[src/rtl/bin2bcd_pkg.sv]
// Shared types and constant helpers for the sequential binary-to-BCD converter.
// Holds the FSM state type, the blank digit code and elaboration-time math.
package bin2bcd_pkg;

  typedef enum logic {
    IDLE = 1'b0,
    CONV = 1'b1
  } state_t;

  // Digit code the seven-segment decoders render as a dark digit.
  localparam logic [3:0] BCD_BLANK = 4'hF;

  function automatic longint unsigned pow10(input int n);
    longint unsigned r;
    r = 1;
    for (int i = 0; i < n; i++) r = r * 10;
    return r;
  endfunction

  // Counter must hold the value bin_w itself, not just bin_w-1.
  function automatic int cnt_width(input int bin_w);
    return $clog2(bin_w + 1);
  endfunction

endpackage

[src/rtl/bin2bcd_seq_add3.sv]
// Single-digit correction stage of double dabble: add 3 when the digit is 5 or more,
// so that the following left shift carries correctly into the next decimal digit.
module bcd_add3 (
  input  logic [3:0] din,
  output logic [3:0] dout
);

  assign dout = (din >= 4'd5) ? din + 4'd3 : din;

endmodule

[src/rtl/bin2bcd_seq.sv]
// Sequential double-dabble converter: one binary bit per clock, start/done handshake,
// result held stable between conversions; out-of-range inputs yield all-blank digits.
module bin2bcd_seq
  import bin2bcd_pkg::*;
#(
  parameter int BIN_W  = 14,
  parameter int DIGITS = 4
) (
  input  logic                  clk,
  input  logic                  rst_n,
  input  logic                  start,
  input  logic [BIN_W-1:0]      bin,
  output logic                  busy,
  output logic                  done,
  output logic [4*DIGITS-1:0]   bcd,
  output logic                  overflow
);

  localparam int ACC_W = 4 * DIGITS;
  localparam int CW    = cnt_width(BIN_W);
  localparam longint unsigned MAX_VAL = pow10(DIGITS) - 1;

  state_t            state, state_n;
  logic [BIN_W-1:0]  shreg, shreg_n;
  logic [ACC_W-1:0]  acc, acc_n;
  logic [ACC_W-1:0]  acc_adj;
  logic [ACC_W-1:0]  acc_shift;
  logic [CW-1:0]     cnt, cnt_n;
  logic              ovf_pend, ovf_pend_n;
  logic [ACC_W-1:0]  bcd_n;
  logic              overflow_n;
  logic              done_n;

  for (genvar g = 0; g < DIGITS; g++) begin : g_add3
    bcd_add3 u_add3 (
      .din  (acc[4*g +: 4]),
      .dout (acc_adj[4*g +: 4])
    );
  end

  // Corrected accumulator shifted left, taking the next binary bit MSB-first.
  assign acc_shift = {acc_adj[ACC_W-2:0], shreg[BIN_W-1]};

  assign busy = (state == CONV);

  // NOTE: every variable gets a default before the case so no path leaves it
  // unassigned; otherwise synthesis infers a latch to hold the old value.
  always_comb begin
    state_n    = state;
    shreg_n    = shreg;
    acc_n      = acc;
    cnt_n      = cnt;
    ovf_pend_n = ovf_pend;
    bcd_n      = bcd;
    overflow_n = overflow;
    done_n     = 1'b0;
    case (state)
      IDLE: begin
        if (start) begin
          state_n    = CONV;
          shreg_n    = bin;
          acc_n      = '0;
          cnt_n      = CW'(BIN_W);
          ovf_pend_n = (64'(bin) > MAX_VAL);
        end
      end
      CONV: begin
        acc_n   = acc_shift;
        shreg_n = {shreg[BIN_W-2:0], 1'b0};
        cnt_n   = cnt - 1'b1;
        if (cnt == CW'(1)) begin
          state_n    = IDLE;
          done_n     = 1'b1;
          overflow_n = ovf_pend;
          // Accumulator may hold garbage on overflow; never expose it.
          bcd_n      = ovf_pend ? {DIGITS{BCD_BLANK}} : acc_shift;
        end
      end
      default: state_n = IDLE;
    endcase
  end

  // NOTE: sequential state uses non-blocking assignments so every register
  // samples the pre-edge values, independent of statement order.
  always_ff @(posedge clk or negedge rst_n) begin
    if (!rst_n) begin
      state    <= IDLE;
      shreg    <= '0;
      acc      <= '0;
      cnt      <= '0;
      ovf_pend <= 1'b0;
      bcd      <= '0;
      overflow <= 1'b0;
      done     <= 1'b0;
    end else begin
      state    <= state_n;
      shreg    <= shreg_n;
      acc      <= acc_n;
      cnt      <= cnt_n;
      ovf_pend <= ovf_pend_n;
      bcd      <= bcd_n;
      overflow <= overflow_n;
      done     <= done_n;
    end
  end

endmodule
[config.mk]
export PLATFORM = sky130hd
export DESIGN_NAME = bin2bcd_seq
export DESIGN_NICKNAME = d
export VERILOG_FILES = /design/src/rtl/bin2bcd_pkg.sv /design/src/rtl/bin2bcd_seq_add3.sv /design/src/rtl/bin2bcd_seq.sv
export SDC_FILE = /design/constraint.sdc
export NUM_CORES = 1
export LEC_CHECK = 0
export ABC_AREA = 1
export BUFFER_PORTS_ARGS = -buffer_cell sky130_fd_sc_hd__buf_2
export CORE_MARGIN = 1
export CORE_UTILIZATION = 50
export DETAILED_ROUTE_END_ITERATION = 7
export PLACE_DENSITY = 0.67
export SLEW_MARGIN = 5
export SYNTH_ARGS = -nofsm -noshare
export SYNTH_HDL_FRONTEND = slang
export SYNTH_SLANG_ARGS = --single-unit
[constraint.sdc]
create_clock -name clk -period 3.1 [get_ports clk]
set_clock_uncertainty 0.2 [all_clocks]
set_input_delay 0 -clock clk [delete_from_list [all_inputs] [get_ports clk]]
set_output_delay 0 -clock clk [all_outputs]
set_load 0.005 [all_outputs]
# Yosys cells after proc, flatten, opt, wreduce, memory -nomap -nowiden

Cells that the tools add are included.

Input bits: 17
Flip-flop bits (word level): 54

Mux-type cells: 16
$lt $le $gt $ge: 5
Reductions and logical operators: 2
Bitwise gates (word level): 1
Equal/unequal tests: 2
Add/sub/neg operators: 5

Operators with widths:

| cell                   | number |
|---|---|
| $mux W16               | 2 |
| $pmux W16 S2           | 1 |
| $pmux W14 S2           | 1 |
| $ge A4 B3 Y1 const B   | 4 |
| $mux W4                | 4 |
| $gt A14 B14 Y1 const B | 1 |
| $mux W14               | 1 |
| $add A4 B2 Y4 const B  | 3 |
| $pmux W4 S2            | 1 |
| $eq A4 B1 Y1 const B   | 1 |
| $mux W1                | 4 |
| $reduce_and A2 Y1      | 2 |
| $sub A4 B1 Y4 const B  | 1 |
| $add A3 B2 Y3 const B  | 1 |
| $mux W3                | 1 |
| $ne A2 B2 Y1 const B   | 1 |
| $pmux W1 S2            | 1 |
| $not A1 Y1             | 1 |

# Depth between registers and ports, before layout

Gate-level depths: netlist (run 1).

Depth after elaboration: 3
Depth in mapped cells: 9
Gate-level depth less buffers: 9

# By module

From an unflattened synthesis (run 1), not the netlist that was laid out.

Cells, all modules: 317
Area, all modules: 2711.4 µm²

Modules (own cells, without submodules):

| module      | area an instance (µm²) | cells an instance | instances |
|---|---|---|---|
| bin2bcd_seq | 2170.8                 | 225               | 1 |
| bcd_add3    | 135.1                  | 23                | 4 |

# Worst setup path after synthesis (run 1)

OpenSTA, ideal clock, no wires.

Path kind: register -> register
Start point: register cnt[1]
End point: register bcd[0]
Setup slack: 1.575 ns
Library setup time: 0.123 ns
Arrival: 1.202 ns
Stages on the path, launching flop included: 9
Buffers on the path: 1
Clock period less this slack: 1.525 ns
Path through: dfrtp_1 inv_1 ha_1 inv_1 nor2_1 nand2_4 nor2_8 buf_6 a21oi_1

Cells in the longest elaborated chain, start to end: 2

Ends and longest elaborated chain:

| item                               | RTL line           | RTL |
|---|---|---|
| start, declared                    | bin2bcd_seq.sv:28  | `logic [CW-1:0] cnt, cnt_n;` |
| start signal, assigned             | bin2bcd_seq.sv:99  | `cnt <= cnt_n;` |
| $eq A4 B1 Y1                       | bin2bcd_seq.sv:71  | `if (cnt == CW'(1)) begin` |
| $reduce_and A2 Y1 (no source line) | --                 |  |
| end signal, assigned               | bin2bcd_seq.sv:101 | `bcd <= bcd_n;` |
| end, declared                      | bin2bcd_seq.sv:15  | `output logic [4*DIGITS-1:0] bcd,` |

No other way between the ends.
A chain may end at the register's enable or synchronous reset.

# Final worst setup path (run 1)

Start point: register state (netlist: busy)
End point: register acc[6]

Cells in the longest elaborated chain, start to end: 2
Elaborated cells between the ends (all ways): 3

Ends and longest elaborated chain:

| item                                         | RTL line          | RTL |
|---|---|---|
| start, declared                              | bin2bcd_seq.sv:23 | `state_t state, state_n;` |
| start signal, assigned                       | bin2bcd_seq.sv:96 | `state <= state_n;` |
| $not A1 Y1 (no source line)                  | --                |  |
| $pmux W16 S2 or $ne A2 B2 Y1 (tied branches) | --                |  |
| end signal, assigned                         | bin2bcd_seq.sv:98 | `acc <= acc_n;` |
| end, declared                                | bin2bcd_seq.sv:25 | `logic [ACC_W-1:0] acc, acc_n;` |

Parallel ways exist; a longest one is shown, timed or not.

==> impl_metrics.env, run 1 <==
export IMPL_dr_pass1_iters=4
export IMPL_port_buffers=35
export IMPL_start_util=0.534
export IMPL_hpwl_um=3580
export IMPL_drc=0
export IMPL_clkTransAtPathRegs_ns=0.10
export IMPL_yosys_area_share_simple=0.224
export IMPL_path_cells="inv_2 > nand2_2 > inv_2 > nand2_1 > o21ai_0"
export IMPL_grt_max_degree=37
export IMPL_status="complete, no violations"
export IMPL_max_slew_margin_rel=0.453
export IMPL_p_leak_nw=1.56
export IMPL_fin_hold_ws_ns=0.0545
export IMPL_min_from="start"
export IMPL_tns_ns=0
export IMPL_fmax_ghz=0.472
export IMPL_htreeDepth=2
export IMPL_p_seq_frac=0.386
export IMPL_power_density_mw_per_mm2=1030
export IMPL_grt_pass1_wl_um=9200
export IMPL_cts_made_buffers=5
export IMPL_grt_setup_unrepaired="no"
export IMPL_r2r_start="busy"
export IMPL_worstPathRequired_ns=3.13
export IMPL_syn2layout_area_growth_pct=20.5
export IMPL_p_sw_frac=0.407
export IMPL_setup_viol=0
export IMPL_gr_usage_all_layers=0.224
export IMPL_grtUsageMet2=0.383
export IMPL_worst_pin_slew_ns=0.820
export IMPL_power_frac_clock=0.178
export IMPL_clk_latency_ns=0.31
export IMPL_critPathMaxFanout=24
export IMPL_ys_ff_latch=54
export IMPL_drt_iter0_markers=91
export IMPL_core_mm2=0.00488
export IMPL_mostFrequentLayoutCell="nand2_1"
export IMPL_grt_overflow_total=0
export IMPL_route_vias_total=2128
export IMPL_antenna_found_initial=0
export IMPL_synth_compound_area_share=0.132
export IMPL_min_path_type="in2reg"
export IMPL_p_int_mw=1.93
export IMPL_syn_instance_count=301
export IMPL_final_hold_violation_count=0
export IMPL_worstSetupStartpointType="flop"
export IMPL_post_route_period_util=0.683
export IMPL_maxCapViolCount=0
export IMPL_path_buf_inv=2
export IMPL_postLayoutCoreUtil=0.644
export IMPL_postCtsSetupRepairBufs=0
export IMPL_hold_depth=4
export IMPL_rows=25
export IMPL_final_cell_mix="nand2_1 (77), dfrtp_1 (54), inv_1 (37)"
export IMPL_seq_area_frac_synth=0.518
export IMPL_ir_worst_vdd_mv=0.581
export IMPL_gp_congestion=0.866
export IMPL_r2r_setup_slack_ns=0.98
export IMPL_cp_end_kind="flop"
export IMPL_die_h_um=74.2
export IMPL_grt_pass1_vias=2027
export IMPL_ant_nets=0
export IMPL_timing_rr_end="acc[6]"
export IMPL_critPathSlowestCell="dfrtp_1"
export IMPL_syn_num_nets=328
export IMPL_crit_arrival_ns=2.14
export IMPL_yosysUniqueCellTypes=25
export IMPL_wire_per_inst_um=12.8
export IMPL_report_final_slew_viol_count=0
export IMPL_p_sw_mw=1.32
export IMPL_synthXorXnorAreaFrac=0
export IMPL_cts_sinks=54
export IMPL_io_pins=36
export IMPL_cts_root_buffer="clkbuf_8"
export IMPL_routed_wl_um=5420
export IMPL_synthMuxAreaShare=0
export IMPL_synthAdderAreaFrac=0.0480
export IMPL_critPathTopFamily="buffers and inverters"
export IMPL_synth_top_family_by_area="simple AND/OR/NAND/NOR gates"
export IMPL_cp_startpoint="busy"
export IMPL_avgViaCountPerCell=5.04
export IMPL_ys_warn_count=0
export IMPL_cts_tree="built"
export IMPL_clk_path_buf_depth=2
export IMPL_drive_gt1_frac=0.177
export IMPL_die_width_um=74.2
export IMPL_path_common_cell="inv_2"
export IMPL_power_frac_comb=0.436
export IMPL_netlist_area_mm2=0.00261
export IMPL_top_usage_layer="met2"
export IMPL_min_period_ns=2.12
export IMPL_syn_area_per_cell_um2=8.66
export IMPL_nNetsFinal=381
export IMPL_dieArea_mm2=0.00550
export IMPL_critPathMaxStageDelay_ns=0.55
export IMPL_reg2regPathDepth=5
export IMPL_n_antenna_cell=0
export IMPL_use_met3=0.0528
export IMPL_worst_setup_path_type="reg2reg"
export IMPL_gr_usage_met1=0.291
export IMPL_holdPathEnd="acc[0]"
## sequential cells by signal (all words and copies together) (netlist names)
register / flops
overflow: 1
acc: 16
ovf_pend: 1
busy: 1
shreg: 14
done: 1
bcd: 16
cnt: 4
## per-stage QoR
step / area [um^2] / std cells / setup WS (ns) / power, mW
6_report: 3140 / 422 / 0.983 / 3.25
3_3_place_gp: 2840 / 398 / 1.11 / 2.63
4_1_cts: 3140 / 422 / 0.969 / 3.27
5_1_grt: 3140 / 422 / 0.770 / 3.56
2_1_floorplan: 2610 / 301 / 1.58 / 2.27
3_5_place_dp: 2840 / 398 / 0.995 / 2.67
## logic make-up after synthesis
kind of cell | Yosys count
AND/OR/NAND/NOR | 134
AO/OA/AOI/OAI | 55
buffers and inverters | 48
adder cells (fa/ha/maj) | 10
flip-flops | 54
## cells in the mapped netlist, drive strengths merged
| cell type | count | area, um^2 |
|---|---|---|
| o21ai | 24 | 120 |
| nand3 | 14 | 70.1 |
| a21oi | 15 | 101 |
| clkbuf | 3 | 11.3 |
| nand4 | 8 | 50.1 |
| o22ai | 5 | 31.3 |
| nor2 | 29 | 133 |
| a22oi | 1 | 7.51 |
| dfrtp | 54 | 1350 |
| o211ai | 3 | 22.5 |
| nand2 | 79 | 307 |
| buf | 5 | 37.5 |
| inv | 40 | 153 |
| o221ai | 7 | 61.3 |
| or2 | 4 | 25.0 |
| ha | 10 | 125 |
## area by class of cell
class	instances	area, um^2
clock buffer	6	82.6
multi-input combinational	199	1050
inverter	40	153
clock inverter	2	60.1
fill	437	1740
sequential	54	1350
timing repair buffer	54	358
tap	67	83.8
## how the worst max path moves through the flow
stage	slack (ns)	to	depth (start not counted)
finish	0.98	acc[6]	5
global route	0.77	acc[6]	5
CTS	0.97	acc[6]	5
detailed placement	1.0	acc[6]	5
global placement	1.11	shreg[3]	5
floorplan	1.58	bcd[0]	8
## repair_timing
item,CTS,global route
hold endpoints to repair,49,0
hold buffers,16,0
gates resized for setup,0,0
## metal layers
metal  vias up  part of all wire  wire [um]
met1      1005              0.48       2620
met3         5             0.029        159
li1       1085                 -          -
met4         0             0.011         60
met2        33              0.48       2580
met5         -                 0          0
## worst min-delay path, cell delays in order
cell	delay, ns
buf_2	0.07
inv_1	0.05
nand2_2	0.28
o22ai_1	0.12
## power by group through the flow
stage	registers (mW)	logic (mW)	clock network (mW)
6_report	1.25	1.42	0.579
5_1_grt	1.30	1.65	0.608
3_5_place_dp	1.27	1.40	0
3_3_place_gp	1.26	1.37	0
4_1_cts	1.25	1.43	0.587
2_1_floorplan	1.23	1.04	0
(Power assumes the default switching activity.)
==> run 2, diff against run 1 <==
- clock period: 3.1 -> 2.06 ns (I/O delays scaled with it)
==> run 2 against run 1 <==
Clock-buffer cell count unchanged. Largest cell class unchanged. Final area increased by 1.2%. Register-to-register slack got worse by 0.79 ns. Clock power is 47% higher. Flip-flop and latch count is the same. Power increased by 51%. Sequential power up 50%. Worst hold slack worse by 0.025 ns. Core utilization grew 0.77 points. Fmax grew 14%. Combinational power increased by 53%.
==> impl_metrics.env, run 2 (synthesis gave the netlist of run 1 again) <==
export IMPL_status="complete, no violations"
export IMPL_report_final_slew_viol_count=0
export IMPL_start_util=0.534
export IMPL_die_width_um=74.2
export IMPL_largestRegisters="acc x16, bcd x16, shreg x14"
export IMPL_worst_setup_path_type="reg2reg"
export IMPL_n_antenna_cell=0
export IMPL_die_h_um=74.2
export IMPL_nNetsFinal=384
export IMPL_setup_viol=0
export IMPL_critPathSlowestCell="dlygate4sd3_1"
export IMPL_crit_arrival_ns=1.88
export IMPL_route_vias_total=2122
export IMPL_routed_wl_um=5390
export IMPL_worstPathRequired_ns=2.08
export IMPL_maxCapViolCount=0
export IMPL_antenna_found_initial=0
export IMPL_post_route_period_util=0.904
export IMPL_placed_area_mm2=0.00287
export IMPL_grt_setup_unrepaired="no"
export IMPL_gr_usage_all_layers=0.222
export IMPL_cts_root_buffer="clkbuf_8"
export IMPL_filler_cell_count=431
export IMPL_grt_pass1_vias=2058
export IMPL_drt_iter0_markers=128
export IMPL_worst_pin_slew_ns=0.474
export IMPL_avgViaCountPerCell=4.99
export IMPL_critPathTopFamily="buffers and inverters"
export IMPL_min_period_ns=1.86
export IMPL_clkTransAtPathRegs_ns=0.10
export IMPL_grt_pass1_wl_um=9090
export IMPL_critPathMaxStageDelay_ns=0.56
export IMPL_clk_latency_ns=0.30
export IMPL_path_cells="nor2_1 > nand2_1 > dlygate4sd3_1 > o21ai_0"
export IMPL_ant_nets=0
export IMPL_critPathMaxFanout=8
export IMPL_path_buf_inv=1
export IMPL_fmax_ghz=0.537
export IMPL_post_place_ws_ns=0.308
export IMPL_drive_gt1_frac=0.182
export IMPL_rows=25
export IMPL_core_mm2=0.00488
export IMPL_final_cell_mix="nand2_1 (77), dfrtp_1 (54), inv_1 (37)"
export IMPL_final_hold_violation_count=0
export IMPL_syn2layout_area_growth_pct=22.0
export IMPL_grt_max_degree=55
export IMPL_dieArea_mm2=0.00550
export IMPL_power_density_mw_per_mm2=1540
export IMPL_p_leak_nw=1.58
export IMPL_io_pins=36
export IMPL_grt_overflow_total=0
export IMPL_wire_per_inst_um=12.7
export IMPL_worstSetupStartpointType="flop"
export IMPL_clk_path_buf_depth=2
export IMPL_min_path_type="in2async"
export IMPL_ir_worst_vdd_mv=0.754
export IMPL_dr_pass1_iters=4
export IMPL_drc=0
export IMPL_fin_hold_ws_ns=0.0293
export IMPL_cts_made_buffers=5
export IMPL_port_buffers=35
export IMPL_mostFrequentLayoutCell="nand2_1"
export IMPL_tns_ns=0
export IMPL_htreeDepth=2
export IMPL_hpwl_um=3530
export IMPL_total_power_mw=4.89
export IMPL_cp_end_kind="flop"
export IMPL_gp_congestion=0.779
export IMPL_cts_tree="built"
export IMPL_cts_sinks=54
export IMPL_max_slew_margin_rel=0.683
export IMPL_fin_area_mm2=0.00318
export IMPL_fin_ws_ns=0.197
[run 2: cell types whose count changed in the layout (fill, tap and decap cells not counted)]
cell           change
buf_12             +1
buf_4              +1
dlygate4sd3_1      +1
[run 2: final cells by class]
class,instances,area (um^2),area share
Clock inverter,2,60.1,0.0189
Tap cell,67,83.8,0.0264
Timing Repair Buffer,57,395,0.124
Multi-Input combinational cell,199,1050,0.331
Clock buffer,6,82.6,0.0260
Sequential cell,54,1350,0.425
Inverter,40,153,0.0480
[run 2: where the power goes]
part / switching (mW) / internal, mW
clock: 0.333 / 0.518
combinational: 1.33 / 0.842
sequential: 0.300 / 1.57
[run 2: worst min-delay path: cells and delay by family]
kind                   cells  cell delay, ns
buffers and inverters      3            0.92
[run 2: final timing paths]
path,from,slack (ns),end,cells after the start
worst max-delay path,busy,0.20,shreg[0],4
worst max register to register,busy,0.20,shreg[0],4
worst min-delay path,rst_n,0.03,bcd[8],3
max in group asynchronous,rst_n,1.40,bcd[2],3
worst min register to register,acc[13],0.30,acc[13],2
min in group clk,bin[7],0.25,shreg[7],4
[run 2: metrics by stage]
stage	instances	utilization
after detailed placement	400	0.587
final	425	0.652
after global routing	425	0.652
after global placement	400	0.587
after CTS	425	0.652
after floorplan	301	-
[run 2: timing repair]
| item | 4_1_cts | 5_1_grt |
|---|---|---|
| setup buffers | 0 | 0 |
| hold buffers | 17 | 0 |
| hold endpoints to repair | 69 | 0 |
| resized for setup | 0 | 0 |
[run 2: metal layers]
layer  share of wire  vias up  GRT usage
met5               0        -          0
met4           0.014        0     0.0684
met3           0.021        8     0.0447
met2            0.51       29      0.394
met1            0.45      997      0.271
li1                -     1088          -
==> run 3, diff against run 2 <==
- REMOVE_ABC_BUFFERS: default -> 1
==> run 3 against run 2 <==
Sequential share of layout area rose by 0.78 points. Fmax rose by 1.0%. Die area did not move. Worst hold slack got worse by 0.0019 ns. Power fell by 5.1%. Combinational power barely moved. First-iteration DRC count rose by 29%. Clock power fell by 29%. Largest power group unchanged.
==> impl_metrics.env, run 3 (synthesis gave the netlist of run 1 again) <==
export IMPL_fmax_ghz=0.542
export IMPL_cts_sinks=54
export IMPL_rows=25
export IMPL_wire_per_inst_um=12.2
export IMPL_worst_setup_path_type="reg2reg"
export IMPL_clk_latency_ns=0.30
export IMPL_htreeDepth=2
export IMPL_path_common_cell="nand2_1"
export IMPL_cp_end_kind="flop"
export IMPL_routed_wl_um=5180
export IMPL_grt_pass1_vias=2051
export IMPL_die_width_um=74.2
export IMPL_critPathMaxFanout=6
export IMPL_n_antenna_cell=0
export IMPL_grt_overflow_total=0
export IMPL_drt_iter0_markers=165
export IMPL_cts_root_buffer="clkbuf_8"
export IMPL_dieArea_mm2=0.00550
export IMPL_grt_max_degree=30
export IMPL_drc=0
export IMPL_cts_tree="built"
export IMPL_ant_nets=0
export IMPL_avgViaCountPerCell=5.03
export IMPL_ir_worst_vdd_mv=0.700
export IMPL_worstPathRequired_ns=2.09
export IMPL_critPathTopFamily="buffers and inverters"
export IMPL_status="complete, no violations"
export IMPL_crit_arrival_ns=1.88
export IMPL_die_h_um=74.2
export IMPL_io_pins=36
export IMPL_cts_repair_resized=0
export IMPL_worst_pin_slew_ns=0.588
export IMPL_reg2regPathDepth=6
export IMPL_syn2layout_area_growth_pct=19.8
export IMPL_path_buf_inv=2
export IMPL_port_buffers=35
export IMPL_postLayoutCoreUtil=0.640
export IMPL_start_util=0.534
export IMPL_gr_usage_all_layers=0.216
export IMPL_setup_viol=0
export IMPL_total_power_mw=4.64
export IMPL_nNetsFinal=383
export IMPL_clk_path_buf_depth=2
export IMPL_post_route_period_util=0.895
export IMPL_tns_ns=0
export IMPL_critPathSlowestCell="dlygate4sd3_1"
export IMPL_route_vias_total=2131
export IMPL_largestRegisters="acc x16, bcd x16, shreg x14"
export IMPL_report_final_slew_viol_count=0
export IMPL_maxCapViolCount=0
export IMPL_power_density_mw_per_mm2=1490
export IMPL_final_hold_violation_count=0
export IMPL_critPathMaxStageDelay_ns=0.54
export IMPL_core_mm2=0.00488
export IMPL_final_cell_mix="nand2_1 (77), dfrtp_1 (54), inv_1 (37)"
export IMPL_min_path_type="in2async"
export IMPL_hpwl_um=3530
export IMPL_clkTransAtPathRegs_ns=0.10
export IMPL_cp_depth=6
export IMPL_mostFrequentLayoutCell="nand2_1"
export IMPL_max_slew_margin_rel=0.608
export IMPL_drive_gt1_frac=0.182
export IMPL_p_leak_nw=1.55
export IMPL_min_period_ns=1.84
export IMPL_antenna_found_initial=0
export IMPL_gp_congestion=0.833
export IMPL_dr_pass1_iters=5
export IMPL_path_cells="nor2_1 > nand2_1 > inv_1 > o21ai_0 > nand2_1 > dlygate4sd3_1"
export IMPL_worstSetupStartpointType="flop"
export IMPL_grt_pass1_wl_um=9000
export IMPL_grt_setup_unrepaired="no"
export IMPL_cts_made_buffers=5
[run 3: cell types whose count changed in the layout (fill, tap and decap cells not counted)]
cell,change
clkinv_2,+1
bufinv_16,-2
clkinvlp_4,+1
dlygate4sd3_1,-1
[run 3: worst paths after layout]
check	from	to	slack, ns
max	busy	ovf_pend	0.22
min	rst_n	bcd[6]	0.03
max reg2reg	busy	ovf_pend	0.22
min reg2reg	shreg[4]	shreg[4]	0.29
max in group asynchronous	rst_n	shreg[7]	1.07
min in group clk	start	busy	0.06
[run 3: through the flow]
| step | std cells | setup WS, ns | hold WS [ns] | area [um^2] |
|---|---|---|---|---|
| 6_report | 424 | 0.217 | 0.0274 | 3120 |
| 5_1_grt | 424 | 0.0992 | 0.0756 | 3120 |
| 4_1_cts | 424 | 0.232 | 0.0393 | 3120 |
| 3_5_place_dp | 400 | 0.323 | -0.168 | 2870 |
| 3_3_place_gp | 400 | 0.375 | -0.163 | 2870 |
| 2_1_floorplan | 293 | 0.374 | -0.496 | 2560 |
[run 3: area by class of cell]
| class | instances | area [um^2] |
|---|---|---|
| well taps | 67 | 83.8 |
| inverters | 40 | 153 |
| multi-input cells | 199 | 1050 |
| fillers | 423 | 1760 |
| flip-flops and latches | 54 | 1350 |
| clock inverters | 2 | 12.5 |
| clock buffers | 6 | 82.6 |
| repair buffers | 56 | 385 |
[run 3: metal layers]
metal,up-vias,part of all wire,GRT usage
met5,-,0,0
met4,0,0.0042,0.0620
met3,2,0.033,0.0339
met2,47,0.49,0.387
met1,990,0.47,0.269
li1,1092,-,-
[run 3: what timing repair did]
| item | 4_1_cts | 5_1_grt |
|---|---|---|
| hold buffers | 16 | 0 |
| setup buffers | 0 | 0 |
| endpoints found under the hold margin | 69 | 0 |
[run 3: power by group]
part	leakage (nW)	total (mW)	internal [mW]	switching, mW
clock	0.0472	0.605	0.271	0.334
combinational	0.859	2.18	0.851	1.33
sequential	0.647	1.86	1.57	0.292
total	1.55	4.64	2.69	1.95
